`config.mk`:
```
export PLATFORM = sky130hd
export DESIGN_NAME = steuerwerk_flat
export DESIGN_NICKNAME = d
export VERILOG_FILES = /design/src/rtl/steuerwerk_pkg.sv /design/src/rtl/steuerwerk_if.sv /design/src/rtl/steuerwerk_timeout.sv /design/src/rtl/steuerwerk.sv /design/src/flat_wrapper.sv
export SDC_FILE = /design/constraint.sdc
export NUM_CORES = 1
export LEC_CHECK = 0
export CAP_MARGIN = 15
export CORE_ASPECT_RATIO = 0.75
export CORE_MARGIN = 2
export CORE_UTILIZATION = 52
export CTS_BUF_LIST = sky130_fd_sc_hd__clkbuf_8
export DETAILED_ROUTE_END_ITERATION = 12
export GPL_ROUTABILITY_DRIVEN = 0
export PLACE_DENSITY = 0.9
export SYNTH_ARGS = -nofsm -noshare
export SYNTH_HDL_FRONTEND = slang
export SYNTH_SLANG_ARGS = --single-unit
export TNS_END_PERCENT = 30
```
`constraint.sdc`:
```
create_clock -name i_clk -period 2.8 [get_ports i_clk]
set_input_delay 0.28 -clock i_clk [delete_from_list [all_inputs] [get_ports i_clk]]
set_output_delay 0.28 -clock i_clk [all_outputs]
set_load 0.01 [all_outputs]
```
`src/rtl/steuerwerk_pkg.sv`:
```
// Shared types for the steuerwerk control FSM: state encoding and trap causes.
// The IRQ state exists only when STEUERWERK_INTERRUPT_EN is defined.
package steuerwerk_pkg;

  typedef enum logic [3:0] {
    S_FETCH      = 4'd0,
    S_DECODE     = 4'd1,
    S_ALU_START  = 4'd2,
    S_ALU_WAIT   = 4'd3,
    S_WB_JUMP    = 4'd4,
    S_WB_STORE   = 4'd5,
    S_WB_LOAD    = 4'd6,
    S_WB_DEFAULT = 4'd7,
    S_TRAP       = 4'd8
`ifdef STEUERWERK_INTERRUPT_EN
    , S_IRQ      = 4'd9
`endif
  } state_e;

  typedef logic [1:0] trap_cause_t;

  localparam trap_cause_t TRAP_NONE     = 2'b00;
  localparam trap_cause_t TRAP_ILLEGAL  = 2'b01;
  localparam trap_cause_t TRAP_FETCH_TO = 2'b10;
  localparam trap_cause_t TRAP_EXEC_TO  = 2'b11;

  // States that wait on an external handshake and are therefore guarded by the timeout.
  function automatic logic is_wait_state(input state_e s);
    return s inside {S_FETCH, S_ALU_WAIT, S_WB_STORE, S_WB_LOAD};
  endfunction

endpackage

```
`src/rtl/steuerwerk_if.sv`:
```
// Control bundle between steuerwerk (master) and the Hans datapath (slave).
// Interrupt request/acknowledge exist only when STEUERWERK_INTERRUPT_EN is defined.
interface steuerwerk_if #(
  parameter int RETIRE_WIDTH = 32
);
  logic BefehlGeladen, DatenGeladen, DatenGespeichert, ALUFertig;
  logic LoadBefehl, StoreBefehl, JALBefehl;
  logic UnbedingterSprungBefehl, BedingterSprungBefehl, Bedingung;
  logic UngueltigerBefehl, TrapQuittung;
  logic LoadBefehlSignal, DekodierSignal, ALUStartSignal, RegisterSchreibSignal;
  logic LoadDatenSignal, StoreDatenSignal, PCSignal, PCSprungSignal;
  logic                    TrapSignal;
  logic [1:0]              TrapUrsache;
  logic [RETIRE_WIDTH-1:0] BefehleAusgefuehrt;
`ifdef STEUERWERK_INTERRUPT_EN
  logic InterruptAnfrage, InterruptAnnahme;
`endif

  modport master (
    input  BefehlGeladen, DatenGeladen, DatenGespeichert, ALUFertig,
    input  LoadBefehl, StoreBefehl, JALBefehl,
    input  UnbedingterSprungBefehl, BedingterSprungBefehl, Bedingung,
    input  UngueltigerBefehl, TrapQuittung,
    output LoadBefehlSignal, DekodierSignal, ALUStartSignal, RegisterSchreibSignal,
    output LoadDatenSignal, StoreDatenSignal, PCSignal, PCSprungSignal,
    output TrapSignal, TrapUrsache, BefehleAusgefuehrt
`ifdef STEUERWERK_INTERRUPT_EN
    , input  InterruptAnfrage
    , output InterruptAnnahme
`endif
  );

  modport slave (
    output BefehlGeladen, DatenGeladen, DatenGespeichert, ALUFertig,
    output LoadBefehl, StoreBefehl, JALBefehl,
    output UnbedingterSprungBefehl, BedingterSprungBefehl, Bedingung,
    output UngueltigerBefehl, TrapQuittung,
    input  LoadBefehlSignal, DekodierSignal, ALUStartSignal, RegisterSchreibSignal,
    input  LoadDatenSignal, StoreDatenSignal, PCSignal, PCSprungSignal,
    input  TrapSignal, TrapUrsache, BefehleAusgefuehrt
`ifdef STEUERWERK_INTERRUPT_EN
    , output InterruptAnfrage
    , input  InterruptAnnahme
`endif
  );

endinterface

```
`src/rtl/steuerwerk_timeout.sv`:
```
// Handshake wait counter: counts cycles spent in a waiting state and flags
// the last permitted cycle so the FSM can divert to TRAP.
module steuerwerk_timeout #(
  parameter int WIDTH = 8,
  parameter int LIMIT = 200
) (
  input  logic i_clk,
  input  logic i_rst_n,
  input  logic i_clear,
  input  logic i_count,
  output logic o_expired
);
  localparam logic [WIDTH-1:0] LAST = WIDTH'(LIMIT - 1);

  logic [WIDTH-1:0] r_count;

  // NOTE: sequential state uses non-blocking assignments so every register
  // samples pre-edge values regardless of process ordering.
  always_ff @(posedge i_clk or negedge i_rst_n) begin
    if (!i_rst_n)     r_count <= '0;
    else if (i_clear) r_count <= '0;
    else if (i_count) r_count <= r_count + 1'b1;
  end

  assign o_expired = i_count && (r_count == LAST);

endmodule

```
`src/rtl/steuerwerk.sv`:
```
// steuerwerk: multi-cycle fetch/decode/execute/write-back sequencer for the Hans core
// with handshake timeouts, traps and a retire counter. Macro: STEUERWERK_INTERRUPT_EN.
module steuerwerk
  import steuerwerk_pkg::*;
#(
  parameter int TIMEOUT_WIDTH  = 8,
  parameter int TIMEOUT_CYCLES = 200,
  parameter int RETIRE_WIDTH   = 32
) (
  input logic          i_clk,
  input logic          i_rst_n,
  steuerwerk_if.master io_bus
);
  state_e                  r_state, w_next, w_wb_sel, w_done_next;
  trap_cause_t             r_cause, w_cause;
  logic [RETIRE_WIDTH-1:0] r_retired;
  logic                    w_expired, w_pc;

  steuerwerk_timeout #(
    .WIDTH (TIMEOUT_WIDTH),
    .LIMIT (TIMEOUT_CYCLES)
  ) u_timeout (
    .i_clk     (i_clk),
    .i_rst_n   (i_rst_n),
    .i_clear   (w_next != r_state),
    .i_count   (is_wait_state(r_state)),
    .o_expired (w_expired)
  );

  always_ff @(posedge i_clk or negedge i_rst_n) begin
    if (!i_rst_n) r_state <= S_FETCH;
    else          r_state <= w_next;
  end

  always_comb begin
    if (io_bus.UnbedingterSprungBefehl || io_bus.BedingterSprungBefehl) w_wb_sel = S_WB_JUMP;
    else if (io_bus.StoreBefehl)                                        w_wb_sel = S_WB_STORE;
    else if (io_bus.LoadBefehl)                                         w_wb_sel = S_WB_LOAD;
    else                                                                w_wb_sel = S_WB_DEFAULT;
  end

`ifdef STEUERWERK_INTERRUPT_EN
  assign w_done_next = io_bus.InterruptAnfrage ? S_IRQ : S_FETCH;
`else
  assign w_done_next = S_FETCH;
`endif

  // Handshakes are tested before expiry so a last-cycle arrival still completes.
  always_comb begin
    // NOTE: defaults first so no path leaves a variable unassigned (no latches).
    w_next  = r_state;
    w_cause = TRAP_NONE;
    case (r_state)
      S_FETCH:
        if (io_bus.BefehlGeladen) w_next = S_DECODE;
        else if (w_expired) begin w_next = S_TRAP; w_cause = TRAP_FETCH_TO; end
      S_DECODE:
        if (io_bus.UngueltigerBefehl) begin w_next = S_TRAP; w_cause = TRAP_ILLEGAL; end
        else w_next = S_ALU_START;
      S_ALU_START:
        w_next = io_bus.ALUFertig ? w_wb_sel : S_ALU_WAIT;
      S_ALU_WAIT:
        if (io_bus.ALUFertig) w_next = w_wb_sel;
        else if (w_expired) begin w_next = S_TRAP; w_cause = TRAP_EXEC_TO; end
      S_WB_JUMP, S_WB_DEFAULT:
        w_next = w_done_next;
      S_WB_STORE:
        if (io_bus.DatenGespeichert) w_next = w_done_next;
        else if (w_expired) begin w_next = S_TRAP; w_cause = TRAP_EXEC_TO; end
      S_WB_LOAD:
        if (io_bus.DatenGeladen) w_next = S_WB_DEFAULT;
        else if (w_expired) begin w_next = S_TRAP; w_cause = TRAP_EXEC_TO; end
      S_TRAP:
        if (io_bus.TrapQuittung) w_next = S_FETCH;
      default:
        w_next = S_FETCH;
    endcase
  end

  always_ff @(posedge i_clk or negedge i_rst_n) begin
    if (!i_rst_n) begin
      r_cause   <= TRAP_NONE;
      r_retired <= '0;
    end else begin
      if (w_next == S_TRAP && r_state != S_TRAP)      r_cause <= w_cause;
      else if (r_state == S_TRAP && w_next != S_TRAP) r_cause <= TRAP_NONE;
      if (w_pc) r_retired <= r_retired + 1'b1;
    end
  end

  always_comb begin
    w_pc = (r_state == S_WB_JUMP) || (r_state == S_WB_DEFAULT) ||
           ((r_state == S_WB_STORE) && io_bus.DatenGespeichert);
    io_bus.LoadBefehlSignal      = (r_state == S_FETCH);
    io_bus.DekodierSignal        = (r_state == S_DECODE);
    io_bus.ALUStartSignal        = (r_state == S_ALU_START);
    io_bus.StoreDatenSignal      = (r_state == S_WB_STORE);
    io_bus.LoadDatenSignal       = (r_state == S_WB_LOAD);
    io_bus.TrapSignal            = (r_state == S_TRAP);
    io_bus.RegisterSchreibSignal = (r_state == S_WB_DEFAULT) ||
                                   ((r_state == S_WB_JUMP) && io_bus.JALBefehl);
    io_bus.PCSignal              = w_pc;
    io_bus.PCSprungSignal        = io_bus.UnbedingterSprungBefehl ||
                                   (io_bus.BedingterSprungBefehl && io_bus.Bedingung);
    io_bus.TrapUrsache           = r_cause;
    io_bus.BefehleAusgefuehrt    = r_retired;
`ifdef STEUERWERK_INTERRUPT_EN
    io_bus.InterruptAnnahme      = (r_state == S_IRQ);
`endif
  end

endmodule

```
`src/flat_wrapper.sv`:
```
// flat-port wrapper written by rule: the top's interface ports become plain ports
module steuerwerk_flat import steuerwerk_pkg::*;
#(
  parameter int TIMEOUT_WIDTH  = 8,
  parameter int TIMEOUT_CYCLES = 200,
  parameter int RETIRE_WIDTH   = 32
)
  (i_clk, i_rst_n, io_bus_BefehlGeladen, io_bus_DatenGeladen, io_bus_DatenGespeichert, io_bus_ALUFertig, io_bus_LoadBefehl, io_bus_StoreBefehl, io_bus_JALBefehl, io_bus_UnbedingterSprungBefehl, io_bus_BedingterSprungBefehl, io_bus_Bedingung, io_bus_UngueltigerBefehl, io_bus_TrapQuittung, io_bus_LoadBefehlSignal, io_bus_DekodierSignal, io_bus_ALUStartSignal, io_bus_RegisterSchreibSignal, io_bus_LoadDatenSignal, io_bus_StoreDatenSignal, io_bus_PCSignal, io_bus_PCSprungSignal, io_bus_TrapSignal, io_bus_TrapUrsache, io_bus_BefehleAusgefuehrt);
  steuerwerk_if #(.RETIRE_WIDTH(RETIRE_WIDTH)) io_bus_i ();
  input logic i_clk;
  input logic i_rst_n;
  input wire logic [$bits(io_bus_i.BefehlGeladen)-1:0] io_bus_BefehlGeladen;
  input wire logic [$bits(io_bus_i.DatenGeladen)-1:0] io_bus_DatenGeladen;
  input wire logic [$bits(io_bus_i.DatenGespeichert)-1:0] io_bus_DatenGespeichert;
  input wire logic [$bits(io_bus_i.ALUFertig)-1:0] io_bus_ALUFertig;
  input wire logic [$bits(io_bus_i.LoadBefehl)-1:0] io_bus_LoadBefehl;
  input wire logic [$bits(io_bus_i.StoreBefehl)-1:0] io_bus_StoreBefehl;
  input wire logic [$bits(io_bus_i.JALBefehl)-1:0] io_bus_JALBefehl;
  input wire logic [$bits(io_bus_i.UnbedingterSprungBefehl)-1:0] io_bus_UnbedingterSprungBefehl;
  input wire logic [$bits(io_bus_i.BedingterSprungBefehl)-1:0] io_bus_BedingterSprungBefehl;
  input wire logic [$bits(io_bus_i.Bedingung)-1:0] io_bus_Bedingung;
  input wire logic [$bits(io_bus_i.UngueltigerBefehl)-1:0] io_bus_UngueltigerBefehl;
  input wire logic [$bits(io_bus_i.TrapQuittung)-1:0] io_bus_TrapQuittung;
  output wire logic [$bits(io_bus_i.LoadBefehlSignal)-1:0] io_bus_LoadBefehlSignal;
  output wire logic [$bits(io_bus_i.DekodierSignal)-1:0] io_bus_DekodierSignal;
  output wire logic [$bits(io_bus_i.ALUStartSignal)-1:0] io_bus_ALUStartSignal;
  output wire logic [$bits(io_bus_i.RegisterSchreibSignal)-1:0] io_bus_RegisterSchreibSignal;
  output wire logic [$bits(io_bus_i.LoadDatenSignal)-1:0] io_bus_LoadDatenSignal;
  output wire logic [$bits(io_bus_i.StoreDatenSignal)-1:0] io_bus_StoreDatenSignal;
  output wire logic [$bits(io_bus_i.PCSignal)-1:0] io_bus_PCSignal;
  output wire logic [$bits(io_bus_i.PCSprungSignal)-1:0] io_bus_PCSprungSignal;
  output wire logic [$bits(io_bus_i.TrapSignal)-1:0] io_bus_TrapSignal;
  output wire logic [$bits(io_bus_i.TrapUrsache)-1:0] io_bus_TrapUrsache;
  output wire logic [$bits(io_bus_i.BefehleAusgefuehrt)-1:0] io_bus_BefehleAusgefuehrt;
  assign io_bus_i.BefehlGeladen = io_bus_BefehlGeladen;
  assign io_bus_i.DatenGeladen = io_bus_DatenGeladen;
  assign io_bus_i.DatenGespeichert = io_bus_DatenGespeichert;
  assign io_bus_i.ALUFertig = io_bus_ALUFertig;
  assign io_bus_i.LoadBefehl = io_bus_LoadBefehl;
  assign io_bus_i.StoreBefehl = io_bus_StoreBefehl;
  assign io_bus_i.JALBefehl = io_bus_JALBefehl;
  assign io_bus_i.UnbedingterSprungBefehl = io_bus_UnbedingterSprungBefehl;
  assign io_bus_i.BedingterSprungBefehl = io_bus_BedingterSprungBefehl;
  assign io_bus_i.Bedingung = io_bus_Bedingung;
  assign io_bus_i.UngueltigerBefehl = io_bus_UngueltigerBefehl;
  assign io_bus_i.TrapQuittung = io_bus_TrapQuittung;
  assign io_bus_LoadBefehlSignal = io_bus_i.LoadBefehlSignal;
  assign io_bus_DekodierSignal = io_bus_i.DekodierSignal;
  assign io_bus_ALUStartSignal = io_bus_i.ALUStartSignal;
  assign io_bus_RegisterSchreibSignal = io_bus_i.RegisterSchreibSignal;
  assign io_bus_LoadDatenSignal = io_bus_i.LoadDatenSignal;
  assign io_bus_StoreDatenSignal = io_bus_i.StoreDatenSignal;
  assign io_bus_PCSignal = io_bus_i.PCSignal;
  assign io_bus_PCSprungSignal = io_bus_i.PCSprungSignal;
  assign io_bus_TrapSignal = io_bus_i.TrapSignal;
  assign io_bus_TrapUrsache = io_bus_i.TrapUrsache;
  assign io_bus_BefehleAusgefuehrt = io_bus_i.BefehleAusgefuehrt;
  steuerwerk #(.TIMEOUT_WIDTH(TIMEOUT_WIDTH), .TIMEOUT_CYCLES(TIMEOUT_CYCLES), .RETIRE_WIDTH(RETIRE_WIDTH)) u_core (.i_clk(i_clk), .i_rst_n(i_rst_n), .io_bus(io_bus_i));
endmodule
```
=== Yosys cells after proc, flatten, opt, wreduce, memory -nomap -nowiden ===
Cells that the tools add are included.

* Register bits: 46
* Input port bits: 14
* Output and inout port bits: 43
* Logic and storage cells: 58

* $add $sub $neg: 2
* Eq/ne operators: 13
* Multiplexer cells: 24
* Reduce and logical (&&, ||, !) cells: 15

{| class="wikitable"
|+ Operators with widths
! cell !! count
|-
| two-way mux 4 bit || 10
|-
| adder 32 x 1 -> 32 bit, second input constant || 1
|-
| one-hot mux 4 bit (7 select lines) || 1
|-
| equality test 4 x 3 -> 1 bit, second input constant || 4
|-
| two-way mux 2 bit || 8
|-
| two-way mux 8 bit || 2
|-
| one-hot mux 2 bit (5 select lines) || 1
|-
| adder 8 x 1 -> 8 bit, second input constant || 1
|-
| equality test 4 x 2 -> 1 bit, second input constant || 2
|-
| equality test 4 bit, second input constant || 2
|-
| equality test 8 bit, second input constant || 1
|-
| != test 4 bit, second input constant || 2
|-
| logical AND 1 bit || 6
|-
| logical OR 1 bit || 5
|-
| equality test 4 x 1 -> 1 bit, second input constant || 1
|-
| zero test 4 bit || 1
|-
| != test 4 bit || 1
|-
| nonzero test 2 bit || 2
|-
| nonzero test 4 bit || 1
|-
| two-way mux 1 bit || 2
|}

=== Depth between registers and ports, before layout ===
Gate-level depths: netlist of the first run.

* Depth in word-level cells: 10
* Mapped depth: 11
* Gate-level depth less buffers: 10

=== Modules after synthesis ===
From an unflattened synthesis of the first run, not the netlist that was laid out.

* Cell total of the unflattened synthesis: 249
* Area total of the unflattened synthesis: 2519.9 um^2

{| class="wikitable"
|+ Modules (own cells, without submodules)
! module !! instances !! cells each !! area each (um^2) !! sequential area each (um^2)
|-
| steuerwerk || 1 || 205 || 2095.8 || 950.9
|-
| steuerwerk_timeout || 1 || 44 || 424.2 || 200.2
|}

=== Worst setup path after synthesis of the first run ===
OpenSTA, ideal clock, no wires.

* Path kind: flip-flop to flip-flop
* From: reg u_core.r_state[0]
* To: reg u_core.r_cause[0], in the netlist u_core.io_bus.TrapUrsache[0]
* Library setup time: 0.064 ns
* Arrival time: 2.279 ns
* Data required time: 2.736 ns
* Setup slack: 0.457 ns
* Cell stages (with the launch flop): 11
* Path buffers: 1
* Clock period less this slack: 2.343 ns
* Cells stage by stage: dfrtp_1 -> clkbuf_1 -> nor4_1 -> o2bb2ai_1 -> o22ai_1 -> o211ai_1 -> ha_1 -> nor2_1 -> nand4_1 -> a21oi_1 -> a21o_1

* Longest elaborated chain between the ends: 9
* Elaborated cells on any way between the ends: 28
* Classes of those cells: eq/ne: 9; mux: 13; reduce/logical: 6

{| class="wikitable"
|+ Ends and longest elaborated chain
! what !! RTL line !! source
|-
| from (decl) || steuerwerk.sv:14 || <nowiki>state_e r_state, w_next, w_wb_sel, w_done_next;</nowiki>
|-
| from (signal assigned) || steuerwerk.sv:32 || <nowiki>else r_state <= w_next;</nowiki>
|-
| zero test 4 bit * || -- ||
|-
| net io_bus_LoadBefehlSignal || flat_wrapper.sv:24 || <nowiki>output wire logic [$bits(io_bus_i.LoadBefehlSignal)-1:0] io_bus_LoadBefehlSignal;</nowiki>
|-
| nonzero test 4 bit || steuerwerk_pkg.sv:29 || <nowiki>return s inside {S_FETCH, S_ALU_WAIT, S_WB_STORE, S_WB_LOAD};</nowiki>
|-
| logical AND 1 bit || steuerwerk_timeout.sv:25 || <nowiki>assign o_expired = i_count && (r_count == LAST);</nowiki>
|-
| two-way mux 4 bit || -- ||
|-
| two-way mux 4 bit (on tied branches) || -- ||
|-
| one-hot mux 4 bit (7 select lines) || steuerwerk.sv:53 || <nowiki>case (r_state)</nowiki>
|-
| equality test 4 bit or != test 4 bit (tied branches) || steuerwerk.sv:85, steuerwerk.sv:86 ||
|-
| logical AND 1 bit (on tied branches) || steuerwerk.sv:85, steuerwerk.sv:86 ||
|-
| two-way mux 2 bit or nonzero test 2 bit (tied branches) || -- ||
|-
| to (signal assigned) || steuerwerk.sv:85 || <nowiki>if (w_next == S_TRAP && r_state != S_TRAP) r_cause <= w_cause;</nowiki>
|-
| to (decl) || steuerwerk.sv:15 || <nowiki>trap_cause_t r_cause, w_cause;</nowiki>
|}

The timed path passes the listed nets; every way through them passes the cells marked *.
A chain may end at the register's enable or synchronous reset.

=== Worst setup path in the final report of the first run ===
* From: reg u_core.r_state[3]
* To: out io_bus_PCSignal

* Longest elaborated chain between the ends: 3
* Elaborated cells on any way between the ends: 6
* Classes of those cells: eq/ne: 3; reduce/logical: 3

{| class="wikitable"
|+ Ends and longest elaborated chain
! what !! RTL line !! source
|-
| equality test 4 x 3 -> 1 bit (on tied branches) || steuerwerk.sv:92, steuerwerk.sv:93 ||
|-
| logical OR 1 bit or logical AND 1 bit (tied branches) || steuerwerk.sv:92, steuerwerk.sv:93 ||
|-
| logical OR 1 bit * || steuerwerk.sv:92 || <nowiki>w_pc = (r_state == S_WB_JUMP) || (r_state == S_WB_DEFAULT) ||</nowiki>
|-
| to (decl) || flat_wrapper.sv:30 || <nowiki>output wire logic [$bits(io_bus_i.PCSignal)-1:0] io_bus_PCSignal;</nowiki>
|}

Every way passes the cells marked *; elsewhere a longest branch is shown, timed or not.

==> results of run 1 <==
==> cells in the final DEF (no fill, tap or decap), types with 4 or more instances in the layout <==
cell             instances
a21oi_1                  6
nand2b_1                 4
buf_4                    5
nand3_1                 18
and3_1                  10
dfrtp_1                 46
nand4_1                 12
xnor2_1                 31
xor2_1                   8
nor2_1                  12
nor3_1                  16
clkbuf_8                 6
clkdlybuf4s50_1         55
nand2_1                 27
inv_1                    8
o21ai_0                  4
==> worst max-delay path: stages, from the launching register on <==
cell	delay (ns)
dfrtp_1	0.61
nand2b_1	0.37
nor3_2	0.46
clkdlybuf4s50_1	0.63
==> metal layers <==
layer / vias up / global-route usage (%)
li1: 1038 / -
met1: 1011 / 31.4
met2: 66 / 33.6
met3: 7 / 4.08
met4: 0 / 7.94
met5: - / 0
==> final timing paths <==
kind | from | to | slack, ns
worst min register to register | u_core.io_bus.TrapUrsache[0] | u_core.io_bus.TrapUrsache[0] | 0.49
worst min-delay path | i_rst_n | u_core.io_bus.BefehleAusgefuehrt[12] | 0.14
min in group i_clk | u_core.io_bus.TrapUrsache[0] | u_core.io_bus.TrapUrsache[0] | 0.49
max in group asynchronous | i_rst_n | u_core.io_bus.BefehleAusgefuehrt[30] | 2.03
worst max register to register | u_core.r_state[1] | u_core.io_bus.TrapUrsache[0] | 0.22
worst max-delay path | u_core.r_state[3] | io_bus_PCSignal | 0.14
==> cell type report <==
class,instances,area share [%]
clock buffer,6,2.53
sequential,46,35.2
clock inverter,2,0.268
inverter,7,0.804
tap,60,2.30
timing repair buffer,61,18.1
multi-input combinational,196,40.8
==> sequential cells by signal, summed over array words and instances, names as in the netlist <==
| register | count |
|---|---|
| u_core.io_bus.BefehleAusgefuehrt | 32 |
| u_core.r_state | 4 |
| u_core.io_bus.TrapUrsache | 2 |
| u_core.u_timeout.r_count | 8 |
==> power by group through the flow <==
stage	Combinational (mW)	Clock, mW	Sequential, mW
3_3_place_gp	0.847	0	0.857
4_1_cts	0.883	0.429	0.846
2_1_floorplan	0.610	0	0.811
3_5_place_dp	0.878	0	0.860
5_1_grt	0.957	0.462	0.867
6_report	0.883	0.420	0.849
==> synth_stat cells (2+ instances only) <==
cell type / count
a211oi_1: 2
a21o_1: 3
a21oi_1: 6
a31oi_1: 3
and2_1: 2
and3_1: 10
buf_1: 2
buf_2: 4
clkbuf_1: 2
dfrtp_1: 46
ha_1: 3
inv_1: 7
nand2_1: 27
nand2b_1: 4
nand3_1: 18
nand4_1: 12
nor2_1: 12
nor2b_1: 3
nor3_1: 16
nor4_1: 3
nor4_4: 2
o211ai_1: 2
o21ai_0: 4
o2bb2ai_1: 2
or3b_2: 3
xnor2_1: 31
xor2_1: 8
==> cell families after synthesis <==
family,after synthesis,share of synthesized area (%)
and+or+nand+nor,120,26.5
DFF,46,45.1
xor gates and xnor gates,40,14.3
AOI/OAI and AO/OA,31,9.13
buffers and inverters,16,2.60
adders and majority gates,3,1.47
muxes,2,0.834
==> per-stage QoR <==
stage / hold slack (ns) / utilization, %
after floorplan: -0.0156 / -
after global placement: 0.469 / 66.0
after detailed placement: 0.474 / 66.0
after CTS: 0.165 / 67.9
after global routing: 0.222 / 67.9
final: 0.144 / 67.9
==> metrics.md, run 1 <==
| Metric | Value |
|---|---|
| Crit. End Element | `primary output` |
| Worst skew pair latency | `0.31 ns` |
| Die area | `0.00549 mm^2` |
| Seq/Total Area, Yosys | `45.1%` |
| Logic gate share of total power | `41.0%` |
| P per Cell Area | `658 mW/mm^2` |
| Final setup fails | `0` |
| PortBufs | `56` |
| Sequential cell fraction of total power | `39.4%` |
| Post-synth ARST share | `100%` |
| Reg2Reg Depth | `9` |
| Hold Buf Count CTS | `0` |
| Multi-input gate area | `0.00133 mm^2` |
| Hold Fails Final Rpt | `0` |
| Final Instance Count excl. Fillers | `378` |
| DRT antenna net count | `0` |
| Final instance area | `0.00327 mm^2` |
| Iteration-0 DRC count of the detailed router | `206` |
| Clock power frac | `19.5%` |
| Die Y | `64.6 um` |
| Gr usage total | `21.9%` |
| Slew Viols, Final | `0` |
| Setup slack after layout | `0.136 ns` |
| Nets | `334` |
| Unique masters post-synth | `48` |
| CTS tree | `built` |
| Synth area leaders | `dfrtp_1 (45%), xnor2_1 (11%), nand2_1 (4.0%), nand3_1 (3.5%), nor3_1 (3.1%)` |
| H-tree depth | `2` |
| Pre-antenna DRT Iters | `4` |
| Fill cell count | `339` |
| Total area of sequential cells | `0.00115 mm^2` |
| DRT met1 WL | `2.62 mm` |
| DR WL met2 | `2.49 mm` |
| Syn-to-layout area delta | `28.2%` |
| Initial antenna violation count | `0` |
| Vias in the first global route | `2042` |
| Final min period | `2.66 ns` |
| Cells after Synth | `258` |
| Maxcap violations | `0` |
| Post-synth EDFFs | `0` |
| Placed Instances | `370` |
| Final period utilization | `95.2%` |
| Fmax | `375 MHz` |
| Num CTS Buffers | `5` |
| Largest net degree at the start of global routing | `47` |
| VDD IR-drop max | `0.432 mV` |
| # IOs | `57` |
| Worst Path Required | `2.52 ns` |
| Post-CTS sizing | `0` |
| Top FF cell, synth | `dfrtp_1` |
| Worst slack, placed | `0.255 ns` |
| Met3 wire len | `308 um` |
| Post-Place Cell Area | `0.00318 mm^2` |
| Synth Warn # | `0` |
| Max transition margin | `32.4%` |
| Net Count, Synth | `275` |
| Syn avg cell area | `9.88 um^2` |
| Hpwl dp | `3.96 mm` |
| Pint | `1.33 mW` |
| Setup TNS | `0 ns` |
| #FFs+latches synth | `46` |
| Switching share of power | `38.0%` |
| Clk buf depth | `2` |
| Worst hold path class | `in -> async` |
| Share of cells above drive strength 1 | `8.18%` |
| CP arrival | `2.38 ns` |
| Reg clk slew, reported paths | `0.09 ns` |
| Leakage Power | `1.35 nW` |
| First-pass GRT wire length | `9.50 mm` |
| Crit start category | `flop` |
| Vias per Instance | `5.61` |
| DIE WIDTH | `84.9 um` |
| Highest metal used | `met4` |
| Post-synth top area cell | `dfrtp_1` |
| P_sw | `0.818 mW` |
| Vias | `2122` |
| Initial core utilization | `52.9%` |
| Overall power | `2.15 mW` |
| Outcome | `complete, no violations` |
| Rows | `22` |
| Total Wirelength | `5.51 mm` |
| Antenna Diode Count | `0` |
| Post-CTS Setup Repair Bufs | `0` |
| Wirelength per Cell | `14.6 um` |
| CTS Root Buffer Type | `clkbuf_8` |
| Synthesized cell area | `0.00255 mm^2` |
| Worst Max-Slew Pin Slew | `1.01 ns` |
| Worst-path fanout max | `22` |
| Clock sinks | `46` |
| Unrepaired setup endpoints after global routing | `no` |
| Drt drc | `0` |
| Worst clock skew | `0.00946 ns` |
| GRT overflow | `0` |
| Core Area | `0.00482 mm^2` |
| Synth top area share | `45.1%` |
| CP Class | `reg -> out` |
(Power assumes the default switching activity.)
==> run 2, diff against run 1 <==
--- a/constraint.sdc
+++ b/constraint.sdc
@@ -3,2 +3,2 @@
 set_output_delay 0.28 -clock i_clk [all_outputs]
-set_load 0.01 [all_outputs]
+set_load 0.1 [all_outputs]
==> run 2 against run 1 <==
Register-to-register slack better by 0.09 ns. Setup slack gained 0.17 ns. Non-clock buffer count grew 3. Fmax is 7.0% higher. Global-route usage shrank 0.39 points. Critical path type is now reg -> reg.
==> metrics.md, run 2 (synthesized netlist as in run 1, its figures left out) <==
| Metric | Value |
|---|---|
| Outcome | `complete, no violations` |
| Pre-antenna DRT Iters | `4 (unchanged)` |
| Final period utilization | `88.9% (-6.2 points)` |
| Post-CTS sizing | `0 (unchanged)` |
| Sequential cell fraction of total power | `29.8% (-9.6 points)` |
| Unrepaired setup endpoints after global routing | `no` |
| CP arrival | `2.73 ns (+0.35 ns)` |
| Vias | `2165 (+2.0%)` |
| Gr usage total | `21.5% (-0.39 points)` |
| Fmax | `402 MHz (+7.0%)` |
| Leakage Power | `1.48 nW (+9.2%)` |
| Rows | `22 (unchanged)` |
| Hold Fails Final Rpt | `0 (unchanged)` |
| Syn-to-layout area delta | `27.7%` |
| Die area | `0.00549 mm^2 (unchanged)` |
| Top cell by count, worst path | `a21oi_1` |
| H-tree depth | `2 (unchanged)` |
| Slew Viols, Final | `0 (unchanged)` |
| Vias in the first global route | `2007 (-1.7%)` |
| Reg clk slew, reported paths | `0.08 ns (about the same)` |
| Iteration-0 DRC count of the detailed router | `106 (-49%)` |
| Worst-path fanout max | `12 (-45%)` |
| Critical path's largest stage delay | `0.64 ns (about the same)` |
| Worst hold path class | `in -> async` |
| GRT overflow | `0 (unchanged)` |
| Clock power frac | `18.0% (-1.5 points)` |
| Initial core utilization | `52.9% (unchanged)` |
| Total Wirelength | `5.74 mm (+4.2%)` |
| Worst Max-Slew Pin Slew | `0.976 ns (-0.0375 ns)` |
| Maxcap violations | `0 (unchanged)` |
| Slowest CP cell | `dfrtp_1` |
| Core Area | `0.00482 mm^2 (unchanged)` |
| Post-CTS Setup Repair Bufs | `0 (unchanged)` |
| P_sw | `1.35 mW (+66%)` |
| Commonest non-fill, non-tap cell in the layout | `buf_4` |
| Final Util | `67.6% (-0.29 points)` |
| Worst Path Buf+Inv | `0 (-1)` |
| DRT antenna net count | `0 (unchanged)` |
| CTS tree | `built` |
| Max transition margin | `34.9% (+2.5 points)` |
| Worst Path Required | `3.04 ns (+0.52 ns)` |
| Vias per Instance | `5.70 (+1.5%)` |
| Crit. End Element | `flop` |
| Worst skew pair latency | `0.29 ns (-0.02 ns)` |
| Nets | `337 (+0.90%)` |
| Antenna Diode Count | `0 (unchanged)` |
| Clk buf depth | `2 (unchanged)` |
| Switching share of power | `48.4% (+10 points)` |
| VDD IR-drop max | `0.563 mV (+30%)` |
| Initial antenna violation count | `0 (unchanged)` |
| # IOs | `57 (unchanged)` |
| Top delay family on crit path | `compound AO/OA/AOI/OAI gates` |
| Overall power | `2.80 mW (+30%)` |
| Num CTS Buffers | `5 (unchanged)` |
| Logic gate share of total power | `52.2% (+11 points)` |
| PortBufs | `56 (unchanged)` |
| Clock sinks | `46 (unchanged)` |
| Pint | `1.44 mW (+8.3%)` |
| Largest register FFs | `32 (unchanged)` |
| Setup TNS | `0 ns (unchanged)` |
| DIE WIDTH | `84.9 um (unchanged)` |
| Share of cells above drive strength 1 | `23.8% (+16 points)` |
| Hold Buf Count CTS | `0 (unchanged)` |
| CP Class | `reg -> reg` |
| Drt drc | `0 (unchanged)` |
| Die Y | `64.6 um (unchanged)` |
| Wirelength per Cell | `15.1 um (+3.7%)` |
| Commonest non-fill, non-tap cells in the layout | `buf_4 (50), dfrtp_1 (46), xnor2_1 (31)` |
| Final setup fails | `0 (unchanged)` |
| First-pass GRT wire length | `9.45 mm (-0.58%)` |
| CTS Root Buffer Type | `clkbuf_8` |
| WHS | `0.136 ns (-0.00721 ns)` |
| P per Cell Area | `860 mW/mm^2 (+31%)` |
| Hpwl dp | `4.14 mm (+4.7%)` |
| Worst clock skew | `0.00468 ns (-0.00478 ns)` |
| Largest net degree at the start of global routing | `47 (unchanged)` |
| Crit start category | `flop` |
| CP cell instances | `or3b_2 > a21oi_1 > o22ai_2 > o211ai_1 > ha_1 > nor2_1 > nand4_1 > a21oi_1 > a21o_1` |
| Final min period | `2.49 ns (-0.175 ns)` |
[run 2: changes by cell type in the layout (fill, tap and decap cells not counted)]
cell and change:
buf_12 +1, buf_4 +45, bufinv_16 +1, clkdlybuf4s50_1 -43, clkinv_2 -1, inv_1 -1, nor3_1 -2, nor3_2 +1
nor3_4 +1, nor4_1 -1, nor4_4 +1, o22ai_1 -1, o22ai_2 +1
[run 2: path summary, 6_finish.rpt]
path	cells after the start	end	start	slack, ns
min in group i_clk	1	u_core.io_bus.BefehleAusgefuehrt[31]	u_core.io_bus.BefehleAusgefuehrt[31]	0.50
worst min-delay path	1	u_core.io_bus.BefehleAusgefuehrt[11]	i_rst_n	0.14
worst max-delay path	9	u_core.io_bus.TrapUrsache[0]	u_core.r_state[2]	0.31
max in group asynchronous	1	u_core.u_timeout.r_count[2]	i_rst_n	2.06
worst min register to register	1	u_core.io_bus.BefehleAusgefuehrt[31]	u_core.io_bus.BefehleAusgefuehrt[31]	0.50
worst max register to register	9	u_core.io_bus.TrapUrsache[0]	u_core.r_state[2]	0.31
[run 2: layout make-up]
class / count / area (um^2)
multi-input combinational: 196 / 1370
timing repair buffer: 64 / 520
clock buffer: 6 / 82.6
sequential: 46 / 1150
inverter: 7 / 26.3
fill: 365 / 1560
clock inverter: 1 / 30.0
tap: 60 / 75.1
[run 2: routing by layer]
| layer | share of wire, % | vias to the layer above | GRT usage, % |
|---|---|---|---|
| li1 | - | 1045 | - |
| met1 | 46 | 1054 | 30.0 |
| met2 | 47 | 60 | 34.5 |
| met3 | 5.0 | 6 | 4.20 |
| met4 | 1.4 | 0 | 6.35 |
| met5 | 0 | - | 0 |
[run 2: power groups by stage]
stage / Sequential (mW) / Clock (mW) / Combinational [mW]
floorplan: 1.05 / 0 / 0.922
finish: 0.834 / 0.505 / 1.46
detailed placement: 0.842 / 0 / 1.46
global placement: 0.838 / 0 / 1.43
CTS: 0.829 / 0.511 / 1.46
global route: 0.840 / 0.539 / 1.54
[run 2: per-stage QoR]
stage	worst slack, ns	instances	cell area, um^2
6_report	0.310	380	3260
5_1_grt	0.178	380	3260
4_1_cts	0.352	380	3260
3_5_place_dp	0.290	373	3140
3_3_place_gp	0.411	373	3140
2_1_floorplan	-0.135	258	2590
==> run 3, diff against run 2 <==
ABC_CLOCK_PERIOD_IN_PS = 2800   (was default)
PLACE_DENSITY = 0.82   (was 0.9)
==> run 3 against run 2 <==
Critical path depth unchanged. Fmax increased by 1.0%. Final cell count decreased by 0.26%. Clock skew increased by 0.0033 ns. Critical endpoint unchanged.
==> metrics.md, run 3 (synthesized netlist as in run 1, its figures left out) <==
| Metric | Value |
|---|---|
| Reg clk slew, reported paths | `0.08 ns (about the same)` |
| P per Cell Area | `828 mW/mm^2 (-3.7%)` |
| PortBufs | `56 (unchanged)` |
| Drt drc | `0 (unchanged)` |
| # IOs | `57 (unchanged)` |
| Initial antenna violation count | `0 (unchanged)` |
| Gr usage total | `21.9% (+0.32 points)` |
| VDD IR-drop max | `0.643 mV (+14%)` |
| Worst clock skew | `0.00800 ns (+0.00332 ns)` |
| Worst skew pair latency | `0.30 ns (about the same)` |
| CTS tree | `built` |
| Worst hold path class | `in -> async` |
| Maxcap violations | `0 (unchanged)` |
| DIE WIDTH | `84.9 um (unchanged)` |
| CP cell instances | `xor3_1 > nor4_4 > o22ai_2 > o211ai_1 > ha_1 > nor2_1 > nand4_1 > a21oi_1 > a21o_1` |
| Final min period | `2.46 ns (-0.0255 ns)` |
| Num CTS Buffers | `5 (unchanged)` |
| Die area | `0.00549 mm^2 (unchanged)` |
| Core Area | `0.00482 mm^2 (unchanged)` |
| Vias in the first global route | `1994 (-0.65%)` |
| Hold Fails Final Rpt | `0 (unchanged)` |
| Iteration-0 DRC count of the detailed router | `161 (+52%)` |
| Leakage Power | `1.46 nW (-1.3%)` |
| Wirelength per Cell | `15.0 um (-0.99%)` |
| Overall power | `2.66 mW (-4.9%)` |
| Antenna Diode Count | `0 (unchanged)` |
| Commonest non-fill, non-tap cell in the layout | `buf_4` |
| Slowest CP cell | `dfrtp_1` |
| Final setup fails | `0 (unchanged)` |
| Vias | `2134 (-1.4%)` |
| Share of cells above drive strength 1 | `23.5% (-0.24 points)` |
| Nets | `336 (-0.30%)` |
| Max transition margin | `33.9% (-1.1 points)` |
| Outcome | `complete, no violations` |
| Post-CTS Setup Repair Bufs | `0 (unchanged)` |
| Setup TNS | `0 ns (unchanged)` |
| DRT antenna net count | `0 (unchanged)` |
| GRT overflow | `0 (unchanged)` |
| H-tree depth | `2 (unchanged)` |
| Crit. End Element | `flop` |
| Die Y | `64.6 um (unchanged)` |
| Worst Max-Slew Pin Slew | `0.992 ns (+0.0159 ns)` |
| Pre-antenna DRT Iters | `4 (unchanged)` |
| CP arrival | `2.70 ns (-0.03 ns)` |
| Initial core utilization | `52.9% (unchanged)` |
| Largest net degree at the start of global routing | `47 (unchanged)` |
| Worst-path fanout max | `13 (+1)` |
| Hold Buf Count CTS | `0 (unchanged)` |
| Final Util | `66.7% (-0.86 points)` |
| Unrepaired setup endpoints after global routing | `no` |
| Clock sinks | `46 (unchanged)` |
| Largest register FFs | `32 (unchanged)` |
| Syn-to-layout area delta | `26.1%` |
| Worst Path Required | `3.04 ns (about the same)` |
| Crit start category | `flop` |
| Fmax | `406 MHz (+1.0%)` |
| Worst Path Buf+Inv | `0 (unchanged)` |
| Critical path's largest stage delay | `0.61 ns (-0.03 ns)` |
| Slew Viols, Final | `0 (unchanged)` |
| CTS Root Buffer Type | `clkbuf_8` |
| Vias per Instance | `5.63 (-1.2%)` |
| Top delay family on crit path | `flip-flops` |
| First-pass GRT wire length | `9.49 mm (+0.51%)` |
| Final period utilization | `88.0% (-0.91 points)` |
| CP Class | `reg -> reg` |
| Hpwl dp | `4.25 mm (+2.5%)` |
| Fill cell count | `393 (+7.7%)` |
| Total Wirelength | `5.67 mm (-1.3%)` |
| Commonest non-fill, non-tap cells in the layout | `buf_4 (49), dfrtp_1 (46), xnor2_1 (31)` |
| Post-CTS sizing | `0 (unchanged)` |
| Clk buf depth | `2 (unchanged)` |
| Rows | `22 (unchanged)` |
==> run 3: worst register-to-register path: stages, from the launching register on <==
cell	delay, ns
dfrtp_1	0.61
xor3_1	0.48
nor4_4	0.27
o22ai_2	0.16
o211ai_1	0.14
ha_1	0.29
nor2_1	0.10
nand4_1	0.12
a21oi_1	0.15
a21o_1	0.10
==> run 3: area by class of cell <==
type                    count  area, um^2  area share, %
multi-input cells         196        1370           42.6
well taps                  60        75.1           2.34
flip-flops and latches     46        1150           35.8
clock buffers               5        68.8           2.14
clock inverters             2        10.0          0.311
inverters                   7        26.3          0.817
repair buffers             63         513           16.0
==> run 3: routing by layer <==
metal | vias up | global-route usage, % | routed length, um
met4 | 0 | 7.94 | 80
li1 | 1042 | - | -
met5 | - | 0 | 0
met3 | 6 | 4.46 | 328
met2 | 65 | 33.6 | 2590
met1 | 1021 | 30.9 | 2670
==> run 3: metrics by stage <==
step	cell area [um^2]	cells	hold WS, ns	setup WS [ns]
finish	3210	379	0.145	0.336
global route	3210	379	0.227	0.137
CTS	3210	379	0.169	0.345
detailed placement	3140	372	0.467	0.309
global placement	3140	372	0.464	0.393
floorplan	2590	258	-0.0156	-0.135
==> run 3: where the power goes <==
part | internal, mW | total [mW] | switching (mW)
clock network | 0.168 | 0.380 | 0.212
logic | 0.428 | 1.44 | 1.01
registers | 0.728 | 0.838 | 0.111
==> run 3: final timing paths <==
check,end,startpoint,slack [ns],cells past startpoint
hold / removal,u_core.io_bus.TrapUrsache[1],i_rst_n,0.14,1
setup reg to reg,u_core.io_bus.TrapUrsache[0],u_core.r_state[1],0.34,9
min in group i_clk,u_core.io_bus.BefehleAusgefuehrt[31],u_core.io_bus.BefehleAusgefuehrt[31],0.48,1
max in group asynchronous,u_core.io_bus.BefehleAusgefuehrt[28],i_rst_n,2.04,1
setup / recovery,u_core.io_bus.TrapUrsache[0],u_core.r_state[1],0.34,9
hold reg to reg,u_core.io_bus.BefehleAusgefuehrt[31],u_core.io_bus.BefehleAusgefuehrt[31],0.48,1
